## src/rtl/cga_pkg.sv

```systemverilog
// Shared definitions for the CGA programmable palette: CPU port address map,
// sequencer phase encoding and the power-on CGA colour table.
package cga_pkg;

  // Component width the stock CGA table is expressed in.
  localparam int DEFAULT_COLOR_W = 6;

  // CPU I/O port register map (io_addr).
  localparam logic [1:0] IO_WIDX = 2'd0;
  localparam logic [1:0] IO_RIDX = 2'd1;
  localparam logic [1:0] IO_DATA = 2'd2;
  localparam logic [1:0] IO_MASK = 2'd3;

  // Which colour component the next data access addresses.
  typedef enum logic [1:0] {
    PH_R = 2'd0,
    PH_G = 2'd1,
    PH_B = 2'd2
  } phase_e;

  // CGA only ever uses four intensity levels per component. The table is
  // stored as levels so the RAM can expand them to any component width.
  localparam logic [1:0] LVL_00 = 2'd0;  // all zeros
  localparam logic [1:0] LVL_15 = 2'd1;  // 010101 pattern
  localparam logic [1:0] LVL_2A = 2'd2;  // 101010 pattern
  localparam logic [1:0] LVL_3F = 2'd3;  // all ones

  // R -> G -> B -> R rotation shared by the write and read sequencers.
  function automatic phase_e nextPhase(input phase_e ph);
    phase_e result;
    case (ph)
      PH_R:    result = PH_G;
      PH_G:    result = PH_B;
      default: result = PH_R;
    endcase
    return result;
  endfunction

  // Default CGA palette as {R,G,B} intensity levels; entry 6 is the brown
  // special case with a half-intensity green.
  function automatic logic [5:0] cgaDefaultLevels(input logic [3:0] idx);
    logic [5:0] lv;
    case (idx)
      4'h0:    lv = {LVL_00, LVL_00, LVL_00};
      4'h1:    lv = {LVL_00, LVL_00, LVL_2A};
      4'h2:    lv = {LVL_00, LVL_2A, LVL_00};
      4'h3:    lv = {LVL_00, LVL_2A, LVL_2A};
      4'h4:    lv = {LVL_2A, LVL_00, LVL_00};
      4'h5:    lv = {LVL_2A, LVL_00, LVL_2A};
      4'h6:    lv = {LVL_2A, LVL_15, LVL_00};
      4'h7:    lv = {LVL_2A, LVL_2A, LVL_2A};
      4'h8:    lv = {LVL_15, LVL_15, LVL_15};
      4'h9:    lv = {LVL_15, LVL_15, LVL_3F};
      4'hA:    lv = {LVL_15, LVL_3F, LVL_15};
      4'hB:    lv = {LVL_15, LVL_3F, LVL_3F};
      4'hC:    lv = {LVL_3F, LVL_15, LVL_15};
      4'hD:    lv = {LVL_3F, LVL_15, LVL_3F};
      4'hE:    lv = {LVL_3F, LVL_3F, LVL_15};
      default: lv = {LVL_3F, LVL_3F, LVL_3F};
    endcase
    return lv;
  endfunction

endpackage

```

## src/rtl/cga_palette_ram.sv

```systemverilog
// 16-entry palette storage: one synchronous write port, two combinational
// read ports (pixel path and CPU read-back), reset loads the CGA colours.
module cga_palette_ram #(
  parameter int COLOR_W = 6
) (
  input  logic                 clk,
  input  logic                 reset,
  input  logic                 we_i,
  input  logic [3:0]           waddr_i,
  input  logic [3*COLOR_W-1:0] wdata_i,
  input  logic [3:0]           pixAddr_i,
  output logic [3*COLOR_W-1:0] pixData_o,
  input  logic [3:0]           cpuAddr_i,
  output logic [3*COLOR_W-1:0] cpuData_o
);
  import cga_pkg::*;

  logic [3*COLOR_W-1:0] mem_q [16];

  // Turn an intensity level into a component of the configured width; the
  // 15/2A patterns alternate bits so they stay roughly 1/3 and 2/3 scale.
  function automatic logic [COLOR_W-1:0] expandLevel(input logic [1:0] lvl);
    logic [COLOR_W-1:0] v;
    for (int b = 0; b < COLOR_W; b++) begin
      case (lvl)
        LVL_15:  v[b] = ((b % 2) == 0);
        LVL_2A:  v[b] = ((b % 2) == 1);
        LVL_3F:  v[b] = 1'b1;
        default: v[b] = 1'b0;
      endcase
    end
    return v;
  endfunction

  function automatic logic [3*COLOR_W-1:0] defaultEntry(input logic [3:0] idx);
    logic [5:0] lv;
    lv = cgaDefaultLevels(idx);
    return {expandLevel(lv[5:4]), expandLevel(lv[3:2]), expandLevel(lv[1:0])};
  endfunction

  // Palette flops: reset restores the CGA table, otherwise one entry per
  // clock may be overwritten by the CPU sequencer.
  always_ff @(posedge clk or posedge reset) begin
    if (reset) begin
      for (int i = 0; i < 16; i++) begin
        mem_q[i] <= defaultEntry(4'(i));
      end
    end else if (we_i) begin
      mem_q[waddr_i] <= wdata_i;
    end
  end

  // Both read ports see the pre-write contents during a commit cycle, so a
  // pixel hitting the entry being written gets the old colour.
  assign pixData_o = mem_q[pixAddr_i];
  assign cpuData_o = mem_q[cpuAddr_i];

endmodule

```

## src/rtl/cga_palette_ctrl.sv

```systemverilog
// Programmable CGA palette: VGA-DAC style CPU port (index, then R,G,B) plus
// a free-running pixel lookup with one clock of latency.
module cga_palette_ctrl #(
  parameter int COLOR_W = 6
) (
  input  logic               clk,
  input  logic               reset,
  input  logic [1:0]         io_addr,
  input  logic               io_wr,
  input  logic               io_rd,
  input  logic [7:0]         io_din,
  output logic [7:0]         io_dout,
  input  logic [3:0]         video,
  input  logic               blank,
  output logic [COLOR_W-1:0] red,
  output logic [COLOR_W-1:0] green,
  output logic [COLOR_W-1:0] blue
);
  import cga_pkg::*;

  localparam int ENTRY_W = 3 * COLOR_W;

  logic [3:0]         widx_q, widx_d;
  logic [3:0]         ridx_q, ridx_d;
  phase_e             wph_q, wph_d;
  phase_e             rph_q, rph_d;
  logic [COLOR_W-1:0] stagedR_q, stagedR_d;
  logic [COLOR_W-1:0] stagedG_q, stagedG_d;
  logic [3:0]         mask_q, mask_d;
  logic [7:0]         dout_q, dout_d;
  logic [ENTRY_W-1:0] rgb_q, rgb_d;

  logic               palWe;
  logic [ENTRY_W-1:0] palWdata;
  logic [3:0]         pixIdx;
  logic [ENTRY_W-1:0] pixEntry;
  logic [ENTRY_W-1:0] cpuEntry;
  logic [COLOR_W-1:0] cpuComp;
  logic [COLOR_W-1:0] dinColor;
  logic               unusedDinHi;

  assign dinColor    = io_din[COLOR_W-1:0];
  assign unusedDinHi = ^io_din[7:COLOR_W];

  // The final data write of a triple commits the staged R and G together
  // with the incoming B in a single cycle.
  assign palWdata = {stagedR_q, stagedG_q, dinColor};
  assign pixIdx   = video & mask_q;

  cga_palette_ram #(
    .COLOR_W (COLOR_W)
  ) u_ram (
    .clk       (clk),
    .reset     (reset),
    .we_i      (palWe),
    .waddr_i   (widx_q),
    .wdata_i   (palWdata),
    .pixAddr_i (pixIdx),
    .pixData_o (pixEntry),
    .cpuAddr_i (ridx_q),
    .cpuData_o (cpuEntry)
  );

  // Pick the component of the read-index entry that the read phase points at.
  always_comb begin
    case (rph_q)
      PH_R:    cpuComp = cpuEntry[3*COLOR_W-1:2*COLOR_W];
      PH_G:    cpuComp = cpuEntry[2*COLOR_W-1:COLOR_W];
      default: cpuComp = cpuEntry[COLOR_W-1:0];
    endcase
  end

  // CPU port sequencer: a write strobe takes priority over a read strobe, and
  // the write and read phase counters advance independently of each other.
  always_comb begin
    widx_d    = widx_q;
    ridx_d    = ridx_q;
    wph_d     = wph_q;
    rph_d     = rph_q;
    stagedR_d = stagedR_q;
    stagedG_d = stagedG_q;
    mask_d    = mask_q;
    dout_d    = dout_q;
    palWe     = 1'b0;
    if (io_wr) begin
      case (io_addr)
        IO_WIDX: begin
          widx_d    = io_din[3:0];
          wph_d     = PH_R;
          stagedR_d = '0;
          stagedG_d = '0;
        end
        IO_RIDX: begin
          ridx_d = io_din[3:0];
          rph_d  = PH_R;
        end
        IO_DATA: begin
          case (wph_q)
            PH_R: stagedR_d = dinColor;
            PH_G: stagedG_d = dinColor;
            default: begin
              palWe  = 1'b1;
              widx_d = widx_q + 4'd1;
            end
          endcase
          wph_d = nextPhase(wph_q);
        end
        default: mask_d = io_din[3:0];
      endcase
    end else if (io_rd) begin
      case (io_addr)
        IO_WIDX: dout_d = {4'b0, widx_q};
        IO_RIDX: dout_d = {4'b0, ridx_q};
        IO_DATA: begin
          dout_d = 8'(cpuComp);
          rph_d  = nextPhase(rph_q);
          if (rph_q == PH_B) begin
            ridx_d = ridx_q + 4'd1;
          end
        end
        default: dout_d = {4'b0, mask_q};
      endcase
    end
  end

  // Blanking forces black ahead of the output register so the DAC sees a
  // clean zero on exactly the same cycle as the colour would have appeared.
  assign rgb_d = blank ? '0 : pixEntry;

  // Sequencer state, mask, read-back and pixel output registers.
  always_ff @(posedge clk or posedge reset) begin
    if (reset) begin
      widx_q    <= '0;
      ridx_q    <= '0;
      wph_q     <= PH_R;
      rph_q     <= PH_R;
      stagedR_q <= '0;
      stagedG_q <= '0;
      mask_q    <= 4'hF;
      dout_q    <= '0;
      rgb_q     <= '0;
    end else begin
      widx_q    <= widx_d;
      ridx_q    <= ridx_d;
      wph_q     <= wph_d;
      rph_q     <= rph_d;
      stagedR_q <= stagedR_d;
      stagedG_q <= stagedG_d;
      mask_q    <= mask_d;
      dout_q    <= dout_d;
      rgb_q     <= rgb_d;
    end
  end

  assign io_dout = dout_q;
  assign red     = rgb_q[3*COLOR_W-1:2*COLOR_W];
  assign green   = rgb_q[2*COLOR_W-1:COLOR_W];
  assign blue    = rgb_q[COLOR_W-1:0];

endmodule

```

## config.mk

```make
export PLATFORM = sky130hd
export DESIGN_NAME = cga_palette_ctrl
export DESIGN_NICKNAME = d
export VERILOG_FILES = /design/src/rtl/cga_pkg.sv /design/src/rtl/cga_palette_ram.sv /design/src/rtl/cga_palette_ctrl.sv
export SDC_FILE = /design/constraint.sdc
export NUM_CORES = 1
export LEC_CHECK = 0
export BUFFER_PORTS_ARGS = -buffer_cell sky130_fd_sc_hd__buf_2
export CAP_MARGIN = 40
export CORE_ASPECT_RATIO = 1.4
export CORE_MARGIN = 2
export CORE_UTILIZATION = 50
export DETAILED_ROUTE_END_ITERATION = 8
export GPL_TIMING_DRIVEN = 0
export PLACE_DENSITY_LB_ADDON = 0.08
export SLEW_MARGIN = 20
export SYNTH_ARGS = -nofsm -noshare
export SYNTH_HDL_FRONTEND = slang
export SYNTH_SLANG_ARGS = --single-unit
export TNS_END_PERCENT = 5
```

## constraint.sdc

```tcl
create_clock -name clk -period 27.4 [get_ports clk]
set_input_delay 1.37 -clock clk [delete_from_list [all_inputs] [get_ports clk]]
set_output_delay 1.37 -clock clk [all_outputs]
set_load 0.02 [all_outputs]
```

== Word-level counts from Yosys, hierarchy flattened ==
Cells that the tools add are included.
Cells by class
  add/subtract/negate cells: 2
  multiplexer cells: 33
  equality and inequality tests: 9
  bitwise gates (word level): 6
  order comparisons: 4
  reductions and logical operators: 18
Operator list (count)
  $bwmux 288: 1
  $bmux 18 s4: 2
  $mux 18: 6
  $demux 18 s4: 1
  $pmux 6 s2: 3
  $mux 4: 6
  $pmux 6 s3: 1
  $ge 5x5->1 const B: 3
  $not 4->5: 3
  $mux 6: 2
  $pmux 2 s2: 3
  $reduce_and 3->1: 4
  $add 4x1->4 const B: 2
  $mux 2: 4
  $pmux 4 s2: 1
  $reduce_bool 2->1: 4
  $eq 2x1->1 const B: 3
  $logic_not 2->1: 3
  $ne 2x1->1 const B: 3
  $reduce_and 2->1: 3
  $lt 5x1->1 const B: 1
  $and 4x4->4: 1
  $eq 2x2->1 const B: 2
  $reduce_and 4->1: 1
  6 further kinds: 9
Storage, ports and cells
  output and inout port bits: 26
  logic and storage cells: 97
  bits in registers: 342

== Logic depth before layout (Yosys ltp) ==
Gate-level depths: netlist of run 1.
  word-level depth: 6
  gate-level depth with buffers: 8
  mapped depth without buffers: 5

== Hierarchy ==
From an unflattened synthesis of run 1, not the netlist that was laid out.
Second synthesis, totals
  cells, all modules: 1169
  area total of the unflattened synthesis: 17765.8 um2
Modules (own cells, without submodules)
  cga_palette_ram: area each 15280.9 um2, instances 1, cells each 949, sequential area each 7387.1 um2
  cga_palette_ctrl: area each 2484.9 um2, instances 1, cells each 220, sequential area each 1306.3 um2

== Worst setup path before layout of run 1 ==
OpenSTA, ideal clock, no wires.
  path kind: in2reg
  from: input port video[0]
  to: register rgb_q[11]
  setup slack: 24.476 ns
  arrival time: 2.782 ns
  path buffers: 1
  cell stages on the path: 6
  path through: nand2_2 > buf_2 > mux4_2 > nor2b_1 > a211oi_1 > a211oi_1
On the way
  cells in the longest elaborated chain, start to end: 6
Ends and longest elaborated chain
  from (decl): line cga_palette_ctrl.sv:13  | input logic [3:0] video,
  $and 4x4->4: line cga_palette_ctrl.sv:48  | assign pixIdx = video & mask_q;
  $not 4->5 (implied by the code): line cga_palette_ram.sv:55  | assign pixData_o = mem_q[pixAddr_i];
  $bmux 18 s4: line cga_palette_ram.sv:55
  $mux 18 (implied by the code) (2 in series): line cga_palette_ram.sv:55
  $mux 18: line cga_palette_ctrl.sv:128  | assign rgb_d = blank ? '0 : pixEntry;
  via rgb_d[11]: line cga_palette_ctrl.sv:31  | logic [ENTRY_W-1:0] rgb_q, rgb_d;
  to (signal assigned): line cga_palette_ctrl.sv:151  | rgb_q <= rgb_d;
  to (decl): line cga_palette_ctrl.sv:31
The timed path passes the listed nets, and every way through them passes these cells. The select of a mux whose other input is x is not followed.
A chain may end at the register's enable or synchronous reset.

== Worst setup path in the final report of run 1 ==
  from: input port video[1]
  to: register rgb_q[7]
The elaborated chain is that of the path after synthesis.

==> results of run 1 <==
-- worst register-to-register path, cell delays in order (launching register included) --
cell	delay (ps)
sky130_fd_sc_hd__dfstp_2	380
sky130_fd_sc_hd__nand2_1	370
sky130_fd_sc_hd__clkbuf_1	620
sky130_fd_sc_hd__buf_2	530
sky130_fd_sc_hd__mux4_2	390
sky130_fd_sc_hd__mux2i_1	220
sky130_fd_sc_hd__a211oi_1	130
-- area by class of cell --
cell class | count | area [um^2] | area share
clock inverter | 11 | 58.8 | 0.00291
inverter | 11 | 48.8 | 0.00241
tap | 462 | 578 | 0.0286
timing repair buffer | 47 | 360 | 0.0178
clock buffer | 59 | 1140 | 0.0566
multi-input combinational | 755 | 8750 | 0.433
buffer | 110 | 584 | 0.0289
sequential | 340 | 8690 | 0.430
-- state kept, by name, summed over array words and instances, names as in the netlist --
name / count
stagedG_q: 6
mask_q: 4
stagedR_q: 6
u_ram.mem_q: 288
rgb_q: 18
io_dout: 6
widx_q: 4
rph_q: 2
ridx_q: 4
wph_q: 2
-- worst max path at each step --
| stage | to | slack [ps] |
|---|---|---|
| floorplan | io_dout[0]$_DFFE_PP0P_ | 16850 |
| global placement | u_ram.mem_q[272]$_DFFE_PP0P_ | 12790 |
| detailed placement | rgb_q[0]$_DFF_PP0_ | 23390 |
| CTS | rgb_q[5]$_DFF_PP0_ | 23930 |
| global route | rgb_q[5]$_DFF_PP0_ | 24020 |
| finish | rgb_q[7]$_DFF_PP0_ | 24010 |
-- cell usage in the layout (no fill, tap or decap), drive strengths merged, types with 2 or more instances in the layout --
master / netlist / layout
mux2: 301 / 301
dfrtp: 192 / 192
dfstp: 148 / 148
mux4: 140 / 140
buf: 64 / 111
clkbuf: 46 / 105
nand2: 55 / 55
mux2i: 40 / 40
a211oi: 38 / 38
nor2b: 33 / 33
o21ai: 22 / 22
nor2: 16 / 16
nand3: 16 / 16
inv: 11 / 12
nand2b: 11 / 11
clkinv: 0 / 10
a21oi: 9 / 9
o22ai: 7 / 7
nor3: 7 / 7
and3: 6 / 6
nand4: 6 / 6
a221oi: 6 / 6
a22o: 5 / 5
ha: 5 / 5
a31oi: 4 / 4
a32o: 3 / 3
nor3b: 3 / 3
and2b: 2 / 2
o22a: 2 / 2
a22oi: 2 / 2
a31o: 2 / 2
a2111oi: 2 / 2
o221ai: 2 / 2
nor4: 2 / 2
conb: 1 / 2
-- metal layers --
layer,vias up,track usage,routed length (um)
li1,4820,-,-
met1,6435,0.413,22400
met2,435,0.513,28400
met3,133,0.0354,3050
met4,0,0.121,2480
met5,-,0,0
-- power by group through the flow --
| stage | registers [W] | logic [W] | clock network (W) |
|---|---|---|---|
| 2_1_floorplan | 0.000591 | 0.000213 | 0 |
| 3_3_place_gp | 0.000597 | 0.000315 | 0 |
| 3_5_place_dp | 0.000599 | 0.000323 | 0 |
| 4_1_cts | 0.000591 | 0.000324 | 0.000508 |
| 5_1_grt | 0.000598 | 0.000341 | 0.000528 |
| 6_report | 0.000593 | 0.000325 | 0.000500 |
-- stage by stage --
step / instances / utilization / cell area, um^2
2_1_floorplan: 1216 / - / 18100
3_3_place_gp: 1714 / 0.527 / 18800
3_5_place_dp: 1723 / 0.532 / 19000
4_1_cts: 1793 / 0.566 / 20200
5_1_grt: 1795 / 0.566 / 20200
6_report: 1795 / 0.566 / 20200
-- cell families after synthesis --
kind of cell / count (synthesis) / synth area share
AO/OA/AOI/OAI: 107 / 0.0411
AND/OR/NAND/NOR: 160 / 0.0500
buffers and inverters: 121 / 0.0346
multiplexers: 481 / 0.389
flip-flops: 340 / 0.481
adder cells (fa/ha/maj): 5 / 0.00346
other: 1 / 0.000208
==> reports/summary.json, run 1 <==
{
  "netlist_top_cells_area": {"value": "sky130_fd_sc_hd__dfrtp_1 27%, sky130_fd_sc_hd__dfstp_2 22%, sky130_fd_sc_hd__mux2_2 18%"},
  "floorplan.initialDensity": {"value": 0.506},
  "fin_setup_tns": {"value": 0, "unit": "ps"},
  "number_of_enable_flip_flop_cells_after_synthesis": {"value": 0},
  "timing.hold.worst_path_depth": {"value": 2},
  "synth_most_common_cell": {"value": "sky130_fd_sc_hd__mux2_2"},
  "vias": {"value": 11800},
  "critical_path.startpoint": {"value": "video[1]"},
  "post-route-min-period": {"value": 3390, "unit": "ps"},
  "r2r-start": {"value": "mask_q[1]$_DFFE_PP1P_"},
  "post_cts_resized": {"value": 0},
  "netSwitchingPower": {"value": 0.000437, "unit": "W"},
  "antenna_cells": {"value": 0},
  "power.switching_fraction": {"value": 0.308},
  "yosys.area.top_type_share": {"value": 0.266},
  "power_frac_seq": {"value": 0.418},
  "critical_path.endpoint_type": {"value": "flop"},
  "vdd.ir_drop.worst": {"value": 0.0462, "unit": "mV"},
  "die-area": {"value": 0.0377, "unit": "mm^2"},
  "worst-r2r-cell-count": {"value": 6},
  "crit_slowest_cell": {"value": "sky130_fd_sc_hd__clkbuf_1"},
  "firstDrtPassIters": {"value": 5},
  "crit_buf_inv": {"value": 3},
  "placement.io_buffers": {"value": 36},
  "boundaryPins": {"value": 45},
  "syn_avg_cell_area": {"value": 14.9, "unit": "um^2"},
  "detailedPlacementHpwl": {"value": 38900, "unit": "um"},
  "ctsLongestPathBuffers": {"value": 3},
  "wire_length_per_cell": {"value": 31.4, "unit": "um"},
  "worstPathCellList": {"value": "buf_2, nand2_1, clkbuf_1, buf_2, mux4_2, mux2i_1, a211oi_1"},
  "fin_skew": {"value": 20.9, "unit": "ps"},
  "outcome": {"value": "completed"},
  "combPwrFrac": {"value": 0.229},
  "antenna_found_initial": {"value": 0},
  "number_of_levels_the_h_tree_was_split_into": {"value": 2},
  "tritoncts": {"value": "built"},
  "place_congestion": {"value": 0.981},
  "r2r-end": {"value": "rgb_q[7]$_DFF_PP0_"},
  "synth.distinct_cells": {"value": 54},
  "placement_rows": {"value": 82},
  "insertion_delay": {"value": 550, "unit": "ps"},
  "min_from": {"value": "mask_q[0]$_DFFE_PP1P_"},
  "timing.hold.worst.class": {"value": "reg2reg"},
  "grt_first_pass_wirelength": {"value": 83100, "unit": "um"},
  "post_cts_hold_buffer_count": {"value": 0},
  "cts_setup_buffers": {"value": 0},
  "timing.slew.headroom": {"value": 0.399},
  "dp_worst_setup_slack": {"value": 23390, "unit": "ps"},
  "path_class": {"value": "in2reg"},
  "synth_area": {"value": 0.0181, "unit": "mm^2"},
  "dieWidth": {"value": 165, "unit": "um"},
  "post-route-drc-count": {"value": 0},
  "setup_violations": {"value": 0},
  "synthesis.yosys.warnings": {"value": 0},
  "cellLeakagePower": {"value": 8.99, "unit": "nW"},
  "crit_required": {"value": 27760, "unit": "ps"},
  "layout_worst_path_cycle_share": {"value": 0.124},
  "slew_violations": {"value": 0},
  "yosysSeqAreaShare": {"value": 0.481},
  "crit_path_max_incr_delay": {"value": 620, "unit": "ps"},
  "final_antenna_net_count": {"value": 0},
  "global_route.overflow_total": {"value": 0},
  "synth-main-ff-cell": {"value": "sky130_fd_sc_hd__dfrtp_1"},
  "clock.fmax": {"value": 295, "unit": "MHz"},
  "whs": {"value": 511, "unit": "ps"},
  "clk_pin_slew": {"value": 60, "unit": "ps"},
  "hold_viol_final": {"value": 0},
  "tightest_slew": {"value": 902, "unit": "ps"},
  "viasPerCell": {"value": 6.59},
  "cap_viol_max_count": {"value": 0},
  "nets": {"value": 1327},
  "worst-path-max-fanout": {"value": 10},
  "post_route_cells_drive_above_1_share": {"value": 0.567},
  "maximum_number_of_pins_on_one_net_before_global_route_repair": {"value": 106},
  "setup_repair_after_global_routing_missed_its_margin": {"value": "no"},
  "core_area": {"value": 0.0357, "unit": "mm^2"},
  "critical_path_cell_count": {"value": 7},
  "share_of_flip_flops_with_an_asynchronous_set_or_reset": {"value": 1.00},
  "nFillCells": {"value": 2907},
  "chipHeight": {"value": 229, "unit": "um"},
  "synth_common_cells": {"value": "284 x sky130_fd_sc_hd__mux2_2, 192 x sky130_fd_sc_hd__dfrtp_1, 148 x sky130_fd_sc_hd__dfstp_2"},
  "total_power": {"value": 0.00142, "unit": "W"},
  "path_delay_family": {"value": "buffers and inverters"},
  "via_count_of_the_first_global_routing_pass": {"value": 12100},
  "cp.arrival": {"value": 3750, "unit": "ps"},
  "yosys_register_bits": {"value": 340},
  "power_density": {"value": 70.1, "unit": "mW/mm^2"},
  "yosysTopAreaCell": {"value": "sky130_fd_sc_hd__dfrtp_1"},
  "syn-instance-count": {"value": 1215},
  "cts-buffers-inserted": {"value": 38},
  "routed_wirelength": {"value": 56400, "unit": "um"},
  "detail_route.iter0.violations": {"value": 1132},
  "finalWorstSetupSlack": {"value": 24010, "unit": "ps"},
  "holdPathEnd": {"value": "mask_q[0]$_DFFE_PP1P_"},
  "critPathLaunchType": {"value": "primary input"},
  "r2r_slack": {"value": 24570, "unit": "ps"},
  "crit_top_cell": {"value": "sky130_fd_sc_hd__buf_2"},
  "internal_power": {"value": 0.000981, "unit": "W"},
  "clkPwrFrac": {"value": 0.353},
  "clk_root_buffer_cell": {"value": "sky130_fd_sc_hd__clkbuf_16"},
  "grt_util_all_layers": {"value": 0.308},
  "areaGrowthSynthToFinish": {"value": 11.9, "unit": "%"},
  "clkSinkCount": {"value": 340}
}
(Power assumes the default switching activity.)
==> run 2: changes to the inputs <==
- clock period: 27.4 -> 3.2 ns (I/O delays scaled with it)
==> reports/summary.json, run 2 (synthesis results as in run 1) <==
{
  "detailedPlacementHpwl": {"value": 39900, "unit": "um"},
  "setup_repair_after_global_routing_missed_its_margin": {"value": "no"},
  "areaGrowthSynthToFinish": {"value": 12.8, "unit": "%"},
  "timing.slew.headroom": {"value": 0.416},
  "power.switching_fraction": {"value": 0.309},
  "number_of_levels_the_h_tree_was_split_into": {"value": 2},
  "vdd.ir_drop.worst": {"value": 0.478, "unit": "mV"},
  "core_area": {"value": 0.0357, "unit": "mm^2"},
  "maximum_number_of_pins_on_one_net_before_global_route_repair": {"value": 36},
  "worst-path-max-fanout": {"value": 10},
  "clk_pin_slew": {"value": 60, "unit": "ps"},
  "crit_slowest_cell": {"value": "sky130_fd_sc_hd__clkbuf_1"},
  "dp_worst_setup_slack": {"value": 415, "unit": "ps"},
  "post-route-min-period": {"value": 2800, "unit": "ps"},
  "crit_buf_inv": {"value": 2},
  "r2r_slack": {"value": 400, "unit": "ps"},
  "clkSinkCount": {"value": 340},
  "finalWorstSetupSlack": {"value": 396, "unit": "ps"},
  "boundaryPins": {"value": 45},
  "tritoncts": {"value": "built"},
  "internal_power": {"value": 0.00832, "unit": "W"},
  "netSwitchingPower": {"value": 0.00372, "unit": "W"},
  "nets": {"value": 1342},
  "fin_setup_tns": {"value": 0, "unit": "ps"},
  "place_area": {"value": 0.0192, "unit": "mm^2"},
  "final_design_area_no_fill": {"value": 0.0204, "unit": "mm^2"},
  "path_delay_family": {"value": "buffers and inverters"},
  "nFillCells": {"value": 2844},
  "critPathLaunchType": {"value": "flop"},
  "final_antenna_net_count": {"value": 0},
  "placement.io_buffers": {"value": 36},
  "tightest_slew": {"value": 877, "unit": "ps"},
  "cts-buffers-inserted": {"value": 36},
  "post-route-drc-count": {"value": 0},
  "wire_length_per_cell": {"value": 31.6, "unit": "um"},
  "chipHeight": {"value": 229, "unit": "um"},
  "crit_required": {"value": 3610, "unit": "ps"},
  "slew_violations": {"value": 0},
  "combPwrFrac": {"value": 0.234},
  "clock.fmax": {"value": 357, "unit": "MHz"},
  "firstDrtPassIters": {"value": 6},
  "routed_wirelength": {"value": 57100, "unit": "um"},
  "die-area": {"value": 0.0377, "unit": "mm^2"},
  "post_route_cells_drive_above_1_share": {"value": 0.567},
  "grt_first_pass_wirelength": {"value": 84000, "unit": "um"},
  "clk_root_buffer_cell": {"value": "sky130_fd_sc_hd__clkbuf_16"},
  "timing.hold.worst.class": {"value": "in2reg"},
  "fin_skew": {"value": 17.1, "unit": "ps"},
  "flip_flop_count_of_the_largest_register_all_copies_and_words_added": {"value": 288},
  "cp.arrival": {"value": 3210, "unit": "ps"},
  "cap_viol_max_count": {"value": 0},
  "cellLeakagePower": {"value": 9.06, "unit": "nW"},
  "setup_violations": {"value": 0},
  "layout_worst_path_cycle_share": {"value": 0.876},
  "reg.largest.list": {"value": "u_ram.mem_q (288), rgb_q (18)"},
  "global_route.overflow_total": {"value": 0},
  "path_class": {"value": "reg2reg"},
  "critical_path.endpoint_type": {"value": "flop"},
  "worstPathCellList": {"value": "nand2_1, clkbuf_1, buf_2, mux4_2, mux2i_1, a211oi_1"},
  "dieWidth": {"value": 165, "unit": "um"},
  "clkPwrFrac": {"value": 0.345},
  "placement_rows": {"value": 82},
  "place_congestion": {"value": 0.961},
  "vias": {"value": 11800},
  "detail_route.iter0.violations": {"value": 989},
  "antenna_cells": {"value": 0},
  "cts_setup_buffers": {"value": 0},
  "power_density": {"value": 591, "unit": "mW/mm^2"},
  "regMostFlops": {"value": "u_ram.mem_q"},
  "via_count_of_the_first_global_routing_pass": {"value": 12200},
  "antenna_found_initial": {"value": 0},
  "crit_path_max_incr_delay": {"value": 620, "unit": "ps"},
  "post_cts_resized": {"value": 0},
  "most_frequent_standard_cell_in_the_layout_excluding_fill_and_tap_cells": {"value": "sky130_fd_sc_hd__mux2_2"},
  "hold_viol_final": {"value": 0},
  "grt_util_all_layers": {"value": 0.313},
  "insertion_delay": {"value": 550, "unit": "ps"},
  "floorplan.initialDensity": {"value": 0.506},
  "whs": {"value": 26.1, "unit": "ps"},
  "commonest_cells_after_routing_fill_and_taps_aside": {"value": "284 x sky130_fd_sc_hd__mux2_2, 192 x sky130_fd_sc_hd__dfrtp_1, 148 x sky130_fd_sc_hd__dfstp_2"},
  "power_frac_seq": {"value": 0.421},
  "outcome": {"value": "completed"},
  "viasPerCell": {"value": 6.56},
  "ctsLongestPathBuffers": {"value": 3}
}
## run 2: path summary, 6_finish.rpt
check,cells after the start,end,from
worst max register to register,6,rgb_q[10]$_DFF_PP0_,mask_q[1]$_DFFE_PP1P_
max in group asynchronous,8,u_ram.mem_q[110]$_DFFE_PP1P_,reset
worst min register to register,2,mask_q[0]$_DFFE_PP1P_,mask_q[0]$_DFFE_PP1P_
worst min-delay path,3,ridx_q[2]$_DFFE_PP0P_,io_din[2]
worst max-delay path,6,rgb_q[10]$_DFF_PP0_,mask_q[1]$_DFFE_PP1P_
min in group asynchronous,3,u_ram.mem_q[281]$_DFFE_PP0P_,reset
## run 2: layout make-up
type                    count  area [um^2]  share of cell area
repair buffers             64          602              0.0295
clock buffers              57         1060              0.0520
inverters                  11         45.0             0.00221
clock inverters             8         72.6             0.00356
plain buffers             110          584              0.0287
flip-flops and latches    340         8690               0.426
multi-input cells         755         8750               0.429
well taps                 462          578              0.0284
## run 2: repair_timing
action / 4_1_cts / 5_1_grt
setup endpoints to repair: 0 / 0
hold endpoints to repair: 62 / 0
hold buffers: 2 / 0
## run 2: power groups by stage
stage               logic [W]  registers (W)  clock network [W]
floorplan             0.00183        0.00506                  0
global placement      0.00270        0.00511                  0
detailed placement    0.00280        0.00513                  0
CTS                   0.00281        0.00506            0.00419
global route          0.00296        0.00511            0.00438
finish                0.00282        0.00507            0.00416
## run 2: worst reg2reg max path: cells and delay by family, from the launching register on
family | cells | cell delay, ps
and+or+nand+nor | 1 | 360
muxes | 2 | 390
DFF | 1 | 380
buffers and inverters | 2 | 1190
AOI/OAI and AO/OA | 1 | 350
## run 2: stage by stage
step,instances,utilization,power (W)
2_1_floorplan,1216,-,0.00689
3_3_place_gp,1714,0.527,0.00782
3_5_place_dp,1737,0.538,0.00793
4_1_cts,1804,0.570,0.0121
5_1_grt,1807,0.571,0.0124
6_report,1807,0.571,0.0120
## run 2: routing by layer
layer	vias up	GRT usage	share of wire
met1	6412	0.426	0.41
li1	4849	-	-
met3	134	0.0330	0.046
met4	0	0.136	0.050
met5	-	0	0
met2	450	0.510	0.49
==> run 3: changes to the inputs <==
--- a/config.mk
+++ b/config.mk
@@ -14,3 +14,3 @@
 export GPL_TIMING_DRIVEN = 0
-export PLACE_DENSITY_LB_ADDON = 0.08
+export PLACE_DENSITY = 0.73
 export SLEW_MARGIN = 20
==> constraint.sdc (replaced) <==
create_clock -name clk -period 3.2 [get_ports clk]
set_input_delay 0.64 -clock clk [delete_from_list [all_inputs] [get_ports clk]]
set_output_delay 0.64 -clock clk [all_outputs]
set_load 0.02 [all_outputs]
==> reports/summary.json, run 3 (synthesis results as in run 1) <==
{
  "commonest_cells_after_routing_fill_and_taps_aside": {"value": "284 x sky130_fd_sc_hd__mux2_2, 192 x sky130_fd_sc_hd__dfrtp_1, 148 x sky130_fd_sc_hd__dfstp_2"},
  "total_power": {"value": 0.0121, "unit": "W"},
  "post_cts_resized": {"value": 0},
  "fin_skew": {"value": 17.8, "unit": "ps"},
  "setup_violations": {"value": 0},
  "post_cts_hold_buffer_count": {"value": 0},
  "viasPerCell": {"value": 6.63},
  "dieWidth": {"value": 165, "unit": "um"},
  "slew_violations": {"value": 0},
  "tightest_slew": {"value": 916, "unit": "ps"},
  "power_frac_seq": {"value": 0.422},
  "cap_viol_max_count": {"value": 0},
  "cts-buffers-inserted": {"value": 35},
  "hold_viol_final": {"value": 0},
  "clk_root_buffer_cell": {"value": "sky130_fd_sc_hd__clkbuf_16"},
  "power_density": {"value": 594, "unit": "mW/mm^2"},
  "grt_util_all_layers": {"value": 0.296},
  "core_area": {"value": 0.0357, "unit": "mm^2"},
  "instances_no_fill": {"value": 1794},
  "dp.cells": {"value": 1728},
  "path_class": {"value": "reg2reg"},
  "grt_first_pass_wirelength": {"value": 80500, "unit": "um"},
  "detailedPlacementHpwl": {"value": 38500, "unit": "um"},
  "firstDrtPassIters": {"value": 5},
  "reg.largest.list": {"value": "u_ram.mem_q (288), rgb_q (18)"},
  "post-route-drc-count": {"value": 0},
  "crit_required": {"value": 3610, "unit": "ps"},
  "placement.io_buffers": {"value": 36},
  "tritoncts": {"value": "built"},
  "place_congestion": {"value": 1.02},
  "setup_repair_after_global_routing_missed_its_margin": {"value": "no"},
  "vias": {"value": 11900},
  "maximum_number_of_pins_on_one_net_before_global_route_repair": {"value": 37},
  "layout_worst_path_cycle_share": {"value": 0.936},
  "r2r_slack": {"value": 200, "unit": "ps"},
  "combPwrFrac": {"value": 0.229},
  "worst-path-max-fanout": {"value": 10},
  "boundaryPins": {"value": 45},
  "cp.arrival": {"value": 3410, "unit": "ps"},
  "timing.slew.headroom": {"value": 0.389},
  "post_route_cells_drive_above_1_share": {"value": 0.568},
  "post-route-min-period": {"value": 3000, "unit": "ps"},
  "most_frequent_standard_cell_in_the_layout_excluding_fill_and_tap_cells": {"value": "sky130_fd_sc_hd__mux2_2"},
  "cellLeakagePower": {"value": 9.00, "unit": "nW"},
  "timing.hold.worst.class": {"value": "in2async"},
  "antenna_cells": {"value": 0},
  "ctsLongestPathBuffers": {"value": 3},
  "internal_power": {"value": 0.00840, "unit": "W"},
  "clock.fmax": {"value": 334, "unit": "MHz"},
  "power.switching_fraction": {"value": 0.303},
  "flip_flop_count_of_the_largest_register_all_copies_and_words_added": {"value": 288},
  "global_route.overflow_total": {"value": 0},
  "chipHeight": {"value": 229, "unit": "um"},
  "clkPwrFrac": {"value": 0.349},
  "via_count_of_the_first_global_routing_pass": {"value": 12400},
  "routed_wirelength": {"value": 54300, "unit": "um"},
  "regMostFlops": {"value": "u_ram.mem_q"},
  "vdd.ir_drop.worst": {"value": 0.435, "unit": "mV"},
  "insertion_delay": {"value": 540, "unit": "ps"},
  "floorplan.initialDensity": {"value": 0.506},
  "postLayoutCoreUtil": {"value": 0.568},
  "number_of_levels_the_h_tree_was_split_into": {"value": 2},
  "detail_route.iter0.violations": {"value": 1173},
  "cts_setup_buffers": {"value": 0},
  "critical_path.endpoint_type": {"value": "flop"},
  "clkSinkCount": {"value": 340},
  "final_antenna_net_count": {"value": 0},
  "placement_rows": {"value": 82},
  "netSwitchingPower": {"value": 0.00365, "unit": "W"},
  "die-area": {"value": 0.0377, "unit": "mm^2"},
  "wire_length_per_cell": {"value": 30.2, "unit": "um"},
  "antenna_found_initial": {"value": 1},
  "nets": {"value": 1330},
  "critPathLaunchType": {"value": "flop"},
  "areaGrowthSynthToFinish": {"value": 12.4, "unit": "%"},
  "outcome": {"value": "completed"},
  "clk_pin_slew": {"value": 60, "unit": "ps"}
}
==> run 3: through the flow <==
stage / hold slack (ps) / worst slack (ps) / setup TNS, ps / instance area (um^2)
5_1_grt: 164 / 230 / 0 / 20300
3_3_place_gp: 483 / -3800 / -1029330 / 18800
4_1_cts: 127 / 266 / 0 / 20300
6_report: 123 / 205 / 0 / 20300
2_1_floorplan: 472 / -1870 / -456840 / 18100
3_5_place_dp: 505 / -110 / -202 / 19100
==> run 3: final timing paths <==
path / startpoint / end / depth (start not counted)
max: mask_q[3]$_DFFE_PP1P_ / rgb_q[3]$_DFF_PP0_ / 5
min reg2reg: mask_q[0]$_DFFE_PP1P_ / mask_q[0]$_DFFE_PP1P_ / 2
max reg2reg: mask_q[3]$_DFFE_PP1P_ / rgb_q[3]$_DFF_PP0_ / 5
max in group asynchronous: reset / u_ram.mem_q[113]$_DFFE_PP1P_ / 6
min: reset / u_ram.mem_q[250]$_DFFE_PP0P_ / 2
min in group clk: io_din[1] / ridx_q[1]$_DFFE_PP0P_ / 3
==> run 3: layout make-up <==
cell class              count  area, um^2
flip-flops and latches    340        8690
repair buffers             53         483
fillers                  2937       15400
multi-input cells         755        8750
inverters                  11        45.0
well taps                 462         578
clock inverters             7        96.3
plain buffers             110         584
clock buffers              56        1070
==> run 3: critical path: stages (launching register included) <==
cell	delay, ps
sky130_fd_sc_hd__dfstp_2	380
sky130_fd_sc_hd__nand2_1	410
sky130_fd_sc_hd__clkbuf_1	690
sky130_fd_sc_hd__clkbuf_1	720
sky130_fd_sc_hd__a211oi_1	300
sky130_fd_sc_hd__a211oi_1	360
==> run 3: layer usage <==
metal | GRT usage | share of wire
met5 | 0 | 0
met3 | 0.0468 | 0.067
met2 | 0.490 | 0.50
met4 | 0.144 | 0.055
met1 | 0.378 | 0.38
==> run 3: power by group through the flow <==
stage	clock [W]	sequential, W	combinational, W
after floorplan	0	0.00506	0.00183
after global placement	0	0.00511	0.00264
after detailed placement	0	0.00513	0.00273
after CTS	0.00424	0.00507	0.00274
after global routing	0.00440	0.00512	0.00290
final	0.00420	0.00508	0.00277
